==> config.mk <==
export PLATFORM = sky130hd
export DESIGN_NAME = lsu_dccm_req_seq_flat
export DESIGN_NICKNAME = d
export VERILOG_FILES = /design/src/rtl/lsu_dccm_req_seq_if.sv /design/src/rtl/lsu_dccm_req_seq.sv /design/src/flat_wrapper.sv
export SDC_FILE = /design/constraint.sdc
export NUM_CORES = 1
export LEC_CHECK = 0
export ABC_CLOCK_PERIOD_IN_PS = 3500
export CORE_MARGIN = 5
export CORE_UTILIZATION = 45
export DETAILED_ROUTE_END_ITERATION = 10
export MAX_ROUTING_LAYER = met4
export PLACE_DENSITY = 0.82
export SYNTH_ARGS = -nofsm -noshare
export SYNTH_HDL_FRONTEND = slang
export SYNTH_SLANG_ARGS = --single-unit
==> constraint.sdc <==
create_clock -name clk -period 3.5 [get_ports clk]
set_clock_uncertainty 0.2 [all_clocks]
set_input_delay 0.35 -clock clk [delete_from_list [all_inputs] [get_ports clk]]
set_output_delay 0.35 -clock clk [all_outputs]
set_load 0.03 [all_outputs]
==> src/rtl/lsu_dccm_req_seq_if.sv <==
// LSU request/response and DCCM port bundle for lsu_dccm_req_seq.
// The sequencer connects through the master modport; LSU and memory models use slave.
interface lsu_dccm_req_seq_if #(
    parameter int DCCM_BITS  = 16,
    parameter int DATA_WIDTH = 32
);
    logic                  lsu_freeze_dc3;
    logic                  req_valid;
    logic                  req_ready;
    logic                  req_write;
    logic [DCCM_BITS-1:0]  req_addr;
    logic [1:0]            req_size;
    logic [DATA_WIDTH-1:0] req_wdata;
    logic                  rsp_valid;
    logic [DATA_WIDTH-1:0] rsp_rdata;
    logic                  dccm_rden;
    logic                  dccm_wren;
    logic [DCCM_BITS-1:0]  dccm_rd_addr_lo;
    logic [DCCM_BITS-1:0]  dccm_rd_addr_hi;
    logic [DCCM_BITS-1:0]  dccm_wr_addr;
    logic [DATA_WIDTH-1:0] dccm_wr_data;
    logic [DATA_WIDTH-1:0] dccm_rd_data_lo;
    logic [DATA_WIDTH-1:0] dccm_rd_data_hi;

    modport master (
        input  lsu_freeze_dc3, req_valid, req_write, req_addr, req_size, req_wdata,
        input  dccm_rd_data_lo, dccm_rd_data_hi,
        output req_ready, rsp_valid, rsp_rdata,
        output dccm_rden, dccm_wren, dccm_rd_addr_lo, dccm_rd_addr_hi,
        output dccm_wr_addr, dccm_wr_data
    );

    modport slave (
        output lsu_freeze_dc3, req_valid, req_write, req_addr, req_size, req_wdata,
        output dccm_rd_data_lo, dccm_rd_data_hi,
        input  req_ready, rsp_valid, rsp_rdata,
        input  dccm_rden, dccm_wren, dccm_rd_addr_lo, dccm_rd_addr_hi,
        input  dccm_wr_addr, dccm_wr_data
    );
endinterface

==> src/rtl/lsu_dccm_req_seq.sv <==
// LSU-side DCCM sequencer: loads as lo/hi read pairs, sub-word/misaligned stores as read-modify-write.
// Optional `LSU_DCCM_WR_FWD_EN: 1-entry last-written-word register lets aligned RMW stores skip the read.
module lsu_dccm_req_seq #(
    parameter int DCCM_BITS  = 16,
    parameter int DATA_WIDTH = 32
) (
    input logic clk,
    input logic rst,
    lsu_dccm_req_seq_if.master bus
);
    localparam int W  = DATA_WIDTH;
    localparam int WB = DCCM_BITS - 2;

    localparam logic [2:0] S_IDLE  = 3'd0;
    localparam logic [2:0] S_RD    = 3'd1;
    localparam logic [2:0] S_WR_LO = 3'd2;
    localparam logic [2:0] S_WR_HI = 3'd3;
    localparam logic [2:0] S_RSP   = 3'd4;
    localparam logic [2:0] S_ACK   = 3'd5;

    // Word index of the last byte touched; carries out of the word wrap modulo the DCCM size.
    function automatic logic [WB-1:0] last_word(input logic [DCCM_BITS-1:0] a, input logic [1:0] sz);
        logic [2:0] span;
        span = (sz == 2'd0) ? 3'd0 : (sz == 2'd1) ? 3'd1 : 3'd3;
        return a[DCCM_BITS-1:2] + {{(WB-1){1'b0}}, (({1'b0, a[1:0]} + span) > 3'd3)};
    endfunction

    function automatic logic [3:0] size_mask(input logic [1:0] sz);
        return (sz == 2'd0) ? 4'b0001 : (sz == 2'd1) ? 4'b0011 : 4'b1111;
    endfunction

    logic [2:0]           state, state_nxt;
    logic                 q_write;
    logic [DCCM_BITS-1:0] q_addr;
    logic [1:0]           q_size;
    logic [W-1:0]         q_wdata;
    logic [W-1:0]         hi_merge;

    logic                 active, accept, req_rmw;
    logic [WB-1:0]        q_lo_word, q_hi_word, wr_word;
    logic                 q_mis;
    logic [4:0]           sh;
    logic [7:0]           byte_sel;
    logic [2*W-1:0]       lane_mask, ins_data, old_pair, merged;
    logic [W-1:0]         load_mask;
    logic                 skip_rd;

`ifdef LSU_DCCM_WR_FWD_EN
    logic                 fwd_valid;
    logic [WB-1:0]        fwd_word;
    logic [W-1:0]         fwd_data;
    logic                 q_fwd;
`endif

    assign active        = ~bus.lsu_freeze_dc3;
    assign bus.req_ready = (state == S_IDLE) & active;
    assign accept        = bus.req_valid & bus.req_ready;
    assign req_rmw       = bus.req_write & (~bus.req_size[1] | (bus.req_addr[1:0] != 2'b00));

    assign q_lo_word = q_addr[DCCM_BITS-1:2];
    assign q_hi_word = last_word(q_addr, q_size);
    assign q_mis     = (q_lo_word != q_hi_word);
    assign sh        = {q_addr[1:0], 3'b000};

`ifdef LSU_DCCM_WR_FWD_EN
    assign skip_rd = fwd_valid
                   & (fwd_word == bus.req_addr[DCCM_BITS-1:2])
                   & (last_word(bus.req_addr, bus.req_size) == bus.req_addr[DCCM_BITS-1:2]);
`else
    assign skip_rd = 1'b0;
`endif

    always_comb begin
        byte_sel  = {4'b0000, size_mask(q_size)} << q_addr[1:0];
        lane_mask = '0;
        load_mask = '0;
        for (int unsigned i = 0; i < 8; i++) begin
            lane_mask[i*8 +: 8] = {8{byte_sel[i]}};
        end
        for (int unsigned i = 0; i < 4; i++) begin
            load_mask[i*8 +: 8] = {8{size_mask(q_size)[i]}};
        end
        ins_data = {{W{1'b0}}, q_wdata} << sh;
`ifdef LSU_DCCM_WR_FWD_EN
        old_pair = q_fwd ? {fwd_data, fwd_data} : {bus.dccm_rd_data_hi, bus.dccm_rd_data_lo};
`else
        old_pair = {bus.dccm_rd_data_hi, bus.dccm_rd_data_lo};
`endif
        merged = (old_pair & ~lane_mask) | (ins_data & lane_mask);
    end

    always_comb begin
        state_nxt = state;
        if (active) begin
            case (state)
                S_IDLE:  if (accept) state_nxt = (!bus.req_write || (req_rmw && !skip_rd)) ? S_RD : S_WR_LO;
                S_RD:    state_nxt = q_write ? S_WR_LO : S_RSP;
                S_WR_LO: state_nxt = q_mis ? S_WR_HI : S_ACK;
                S_WR_HI: state_nxt = S_ACK;
                default: state_nxt = S_IDLE;
            endcase
        end
    end

    always_ff @(posedge clk or posedge rst) begin
        if (rst) begin
            state    <= S_IDLE;
            q_write  <= 1'b0;
            q_addr   <= '0;
            q_size   <= '0;
            q_wdata  <= '0;
            hi_merge <= '0;
        end else begin
            state <= state_nxt;
            if (accept) begin
                q_write <= bus.req_write;
                q_addr  <= bus.req_addr;
                q_size  <= bus.req_size;
                q_wdata <= bus.req_wdata;
            end
            // Read data for the hi word is gone once WR_LO retires, so keep the merged copy.
            if (state == S_WR_LO && active) begin
                hi_merge <= merged[2*W-1:W];
            end
        end
    end

`ifdef LSU_DCCM_WR_FWD_EN
    always_ff @(posedge clk or posedge rst) begin
        if (rst) begin
            fwd_valid <= 1'b0;
            fwd_word  <= '0;
            fwd_data  <= '0;
            q_fwd     <= 1'b0;
        end else begin
            if (bus.dccm_wren) begin
                fwd_valid <= 1'b1;
                fwd_word  <= wr_word;
                fwd_data  <= bus.dccm_wr_data;
            end
            if (accept) begin
                q_fwd <= req_rmw & skip_rd;
            end
        end
    end
`endif

    assign wr_word = (state == S_WR_HI) ? q_hi_word : q_lo_word;

    assign bus.dccm_rden       = (state == S_RD) & active;
    assign bus.dccm_wren       = ((state == S_WR_LO) | (state == S_WR_HI)) & active;
    assign bus.rsp_valid       = ((state == S_RSP) | (state == S_ACK)) & active;
    assign bus.dccm_rd_addr_lo = {q_lo_word, 2'b00};
    assign bus.dccm_rd_addr_hi = {q_hi_word, 2'b00};
    assign bus.dccm_wr_addr    = {wr_word, 2'b00};
    assign bus.dccm_wr_data    = (state == S_WR_LO) ? merged[W-1:0] :
                                 (state == S_WR_HI) ? hi_merge : '0;
    assign bus.rsp_rdata       = (state == S_RSP)
                               ? (W'({bus.dccm_rd_data_hi, bus.dccm_rd_data_lo} >> sh) & load_mask)
                               : '0;
endmodule
==> src/flat_wrapper.sv <==
// flat-port wrapper written by rule: the top's interface ports become plain ports
module lsu_dccm_req_seq_flat 
#(
    parameter int DCCM_BITS  = 16,
    parameter int DATA_WIDTH = 32
)
  (clk, rst, bus_lsu_freeze_dc3, bus_req_valid, bus_req_write, bus_req_addr, bus_req_size, bus_req_wdata, bus_dccm_rd_data_lo, bus_dccm_rd_data_hi, bus_req_ready, bus_rsp_valid, bus_rsp_rdata, bus_dccm_rden, bus_dccm_wren, bus_dccm_rd_addr_lo, bus_dccm_rd_addr_hi, bus_dccm_wr_addr, bus_dccm_wr_data);
  lsu_dccm_req_seq_if #(.DCCM_BITS(DCCM_BITS), .DATA_WIDTH(DATA_WIDTH)) bus_i ();
  input logic clk;
  input logic rst;
  input wire logic [$bits(bus_i.lsu_freeze_dc3)-1:0] bus_lsu_freeze_dc3;
  input wire logic [$bits(bus_i.req_valid)-1:0] bus_req_valid;
  input wire logic [$bits(bus_i.req_write)-1:0] bus_req_write;
  input wire logic [$bits(bus_i.req_addr)-1:0] bus_req_addr;
  input wire logic [$bits(bus_i.req_size)-1:0] bus_req_size;
  input wire logic [$bits(bus_i.req_wdata)-1:0] bus_req_wdata;
  input wire logic [$bits(bus_i.dccm_rd_data_lo)-1:0] bus_dccm_rd_data_lo;
  input wire logic [$bits(bus_i.dccm_rd_data_hi)-1:0] bus_dccm_rd_data_hi;
  output wire logic [$bits(bus_i.req_ready)-1:0] bus_req_ready;
  output wire logic [$bits(bus_i.rsp_valid)-1:0] bus_rsp_valid;
  output wire logic [$bits(bus_i.rsp_rdata)-1:0] bus_rsp_rdata;
  output wire logic [$bits(bus_i.dccm_rden)-1:0] bus_dccm_rden;
  output wire logic [$bits(bus_i.dccm_wren)-1:0] bus_dccm_wren;
  output wire logic [$bits(bus_i.dccm_rd_addr_lo)-1:0] bus_dccm_rd_addr_lo;
  output wire logic [$bits(bus_i.dccm_rd_addr_hi)-1:0] bus_dccm_rd_addr_hi;
  output wire logic [$bits(bus_i.dccm_wr_addr)-1:0] bus_dccm_wr_addr;
  output wire logic [$bits(bus_i.dccm_wr_data)-1:0] bus_dccm_wr_data;
  assign bus_i.lsu_freeze_dc3 = bus_lsu_freeze_dc3;
  assign bus_i.req_valid = bus_req_valid;
  assign bus_i.req_write = bus_req_write;
  assign bus_i.req_addr = bus_req_addr;
  assign bus_i.req_size = bus_req_size;
  assign bus_i.req_wdata = bus_req_wdata;
  assign bus_i.dccm_rd_data_lo = bus_dccm_rd_data_lo;
  assign bus_i.dccm_rd_data_hi = bus_dccm_rd_data_hi;
  assign bus_req_ready = bus_i.req_ready;
  assign bus_rsp_valid = bus_i.rsp_valid;
  assign bus_rsp_rdata = bus_i.rsp_rdata;
  assign bus_dccm_rden = bus_i.dccm_rden;
  assign bus_dccm_wren = bus_i.dccm_wren;
  assign bus_dccm_rd_addr_lo = bus_i.dccm_rd_addr_lo;
  assign bus_dccm_rd_addr_hi = bus_i.dccm_rd_addr_hi;
  assign bus_dccm_wr_addr = bus_i.dccm_wr_addr;
  assign bus_dccm_wr_data = bus_i.dccm_wr_data;
  lsu_dccm_req_seq #(.DCCM_BITS(DCCM_BITS), .DATA_WIDTH(DATA_WIDTH)) u_core (.clk(clk), .rst(rst), .bus(bus_i));
endmodule
==> flow_summary.json <==
{
  "fin_crit_sh": 0.983,
  "hold_buffers": 0,
  "h-tree-depth": 3,
  "swShare": 0.467,
  "critPathKind": "reg2out",
  "cts_made_buffers": 9,
  "row_count": 43,
  "drv_slew": 0,
  "start_util": 0.456,
  "p_switching_uw": 3980,
  "die-area_sq_um": 16400,
  "clock-root-buffer": "clkbuf_16",
  "clock_path_buffers": 2,
  "hpwlAfterDp_um": 17400,
  "place_ws_ns": 0.418,
  "p_per_area_nw_per_um2": 955,
  "power_uw": 8530,
  "required_ns": 2.95,
  "yosysWarnings": 0,
  "setup_viol": 0,
  "grt_max_degree": 60,
  "die_x_um": 128,
  "wl_um": 22800,
  "synth-seq-cells": 86,
  "max_freq_mhz": 291,
  "synth_cell_types": 46,
  "asyncSetResetFlopFracSynth": 1.00,
  "globalRouteOverflowTotal": 0,
  "fin_util": 0.649,
  "final_nets": 971,
  "rsz0062_at_grt": "false",
  "synth-edff-count": 0,
  "area_growth_pct": 42.3,
  "status": "completed",
  "clkTransAtPathRegs_ns": 0.06,
  "max_cap_viol_count": 0,
  "cts_resized": 0,
  "slew_headroom": 0.371,
  "pwr-share-seq": 0.242,
  "track_usage": 0.281,
  "grt_pass1_vias": 6067,
  "whs_ns": 0.166,
  "drt_first_pass_iters": 5,
  "period_minus_slack_ns": 3.44,
  "cp_max_fo": 14,
  "syn_area_sq_um": 6280,
  "worstSetupStartpointType": "flip-flop",
  "tns_ns": 0,
  "io_pins": 235,
  "die_y_um": 128,
  "portBuffers": 228,
  "ys_seq_area_frac": 0.343,
  "p_int_uw": 4550,
  "antenna_found_initial": 6,
  "hp-class": "in2async",
  "crit_path_end_kind": "output pin",
  "drc": 0,
  "synthCells": 645,
  "cts_setup_buffers": 0,
  "vias_per_cell": 5.79,
  "vias": 6017,
  "hold_viol": 0,
  "gp_congestion": 0.985,
  "leakagePower_uw": 0.00381,
  "cts_sinks": 86,
  "wl_per_cell_um": 21.9,
  "clockPowerShare": 0.112,
  "ys.flop_type": "dfrtp_1",
  "grt_pass1_wl_um": 34400,
  "syn_avg_cell_area_sq_um": 9.73,
  "core_area_sq_um": 13800,
  "vdd_drop_max_mv": 0.437,
  "pwr-share-comb": 0.646,
  "layout-drive-gt1-share": 0.219,
  "cp.arrival_ns": 2.89,
  "tightest_slew_ns": 0.943,
  "drt_iter0_markers": 661,
  "antenna_left": 0,
  "setup_slack_ns": 0.0588,
  "clock_latency_ns": 0.34,
  "cts_tree": "done"
}
[per-layer routing]
metal,part of all wire,wire (um),GRT usage
met5,0,0,-
met4,0.041,925,0.143
met3,0.095,2170,0.0550
met2,0.48,10900,0.440
met1,0.38,8770,0.348
[path summary, 6_finish.rpt]
path | slack (ns) | end | depth (start not counted) | start
max | 0.06 | bus_dccm_wr_data[28] | 4 | u_core.state[2]$_DFFE_PP0P_
min | 0.17 | u_core.q_addr[9]$_DFFE_PP0P_ | 2 | rst
max reg2reg | 0.84 | u_core.state[1]$_DFFE_PP0P_ | 9 | u_core.q_addr[1]$_DFFE_PP0P_
min reg2reg | 0.28 | u_core.hi_merge[26]$_DFFE_PP0P_ | 2 | u_core.hi_merge[26]$_DFFE_PP0P_
max in group asynchronous | 2.24 | u_core.q_wdata[6]$_DFFE_PP0P_ | 3 | rst
min in group clk | 0.28 | u_core.hi_merge[26]$_DFFE_PP0P_ | 2 | u_core.hi_merge[26]$_DFFE_PP0P_
[power by group through the flow]
stage               Clock (uW)  Combinational, uW  Sequential, uW
finish                     952               5510            2060
detailed placement           0               5460            2060
global route              1010               5850            2130
global placement             0               5350            2020
CTS                        972               5480            2040
floorplan                    0               3860            1810
[worst max-delay path: stages (launching register included)]
cell and delay (ns):
dfrtp_1 0.37, or3b_4 0.49, or3_1 0.59, o221ai_1 0.36, clkdlybuf4s50_1 0.73
[final cells by class]
class / count / area (sq um)
flip-flops and latches: 86 / 2160
multi-input cells: 481 / 3710
well taps: 180 / 225
repair buffers: 258 / 2480
clock buffers: 13 / 260
fillers: 1120 / 4840
diodes: 6 / 15.0
inverters: 14 / 53.8
clock inverters: 1 / 30.0
[synthesized netlist by cell type, types with 7 or more instances]
cell type,n,share of area
clkbuf_1,18,0.011
o211ai_1,8,0.0096
nor3_1,13,0.010
buf_4,23,0.028
mux2_2,56,0.10
a2bb2oi_1,8,0.011
and3_1,27,0.027
xnor2_1,17,0.024
buf_2,22,0.018
nor2b_1,10,0.010
mux2i_1,40,0.064
o21ai_0,37,0.030
a21oi_1,33,0.026
nor2_1,38,0.023
o221ai_1,7,0.0098
mux4_2,32,0.11
xor2_1,8,0.011
inv_1,13,0.0078
a221o_1,9,0.014
dfrtp_1,86,0.34
nand2_1,90,0.054
nand3_1,13,0.010
[cell families after synthesis]
group                      Yosys count  synth area share
other                                1          0.000598
muxes                              131             0.284
DFF                                 86             0.343
and+or+nand+nor                    204             0.149
buffers and inverters               83            0.0714
adders and majority gates            2           0.00399
AOI/OAI and AO/OA                  113             0.113
xor gates and xnor gates            25            0.0349
[sequential cells by signal, indices dropped and copies added (netlist names)]
signal           cells
u_core.q_write       1
u_core.q_size        2
u_core.q_wdata      32
u_core.hi_merge     32
u_core.q_addr       16
u_core.state         3
[layout by cell type (no fill, tap or decap), drive strengths merged, types with 9 or more instances in the layout]
| master | synthesis | layout |
|---|---|---|
| mux4 | 32 | 32 |
| o21ai | 39 | 39 |
| a221o | 9 | 9 |
| mux2 | 59 | 59 |
| clkbuf | 18 | 13 |
| nor2b | 10 | 10 |
| nand2 | 90 | 90 |
| nor2 | 41 | 41 |
| clkdlybuf4s50 | 0 | 184 |
| inv | 13 | 12 |
| nand3 | 13 | 13 |
| xnor2 | 17 | 17 |
| mux2i | 40 | 40 |
| and3 | 27 | 27 |
| a21oi | 34 | 34 |
| nor3 | 14 | 14 |
| buf | 51 | 74 |
| dfrtp | 86 | 86 |
[through the flow]
stage,area (sq um),std cells
floorplan,6290,650
global placement,8620,1019
detailed placement,8620,1019
CTS,8910,1033
global route,8930,1039
finish,8930,1039
Power figures use the tool's default switching activity.
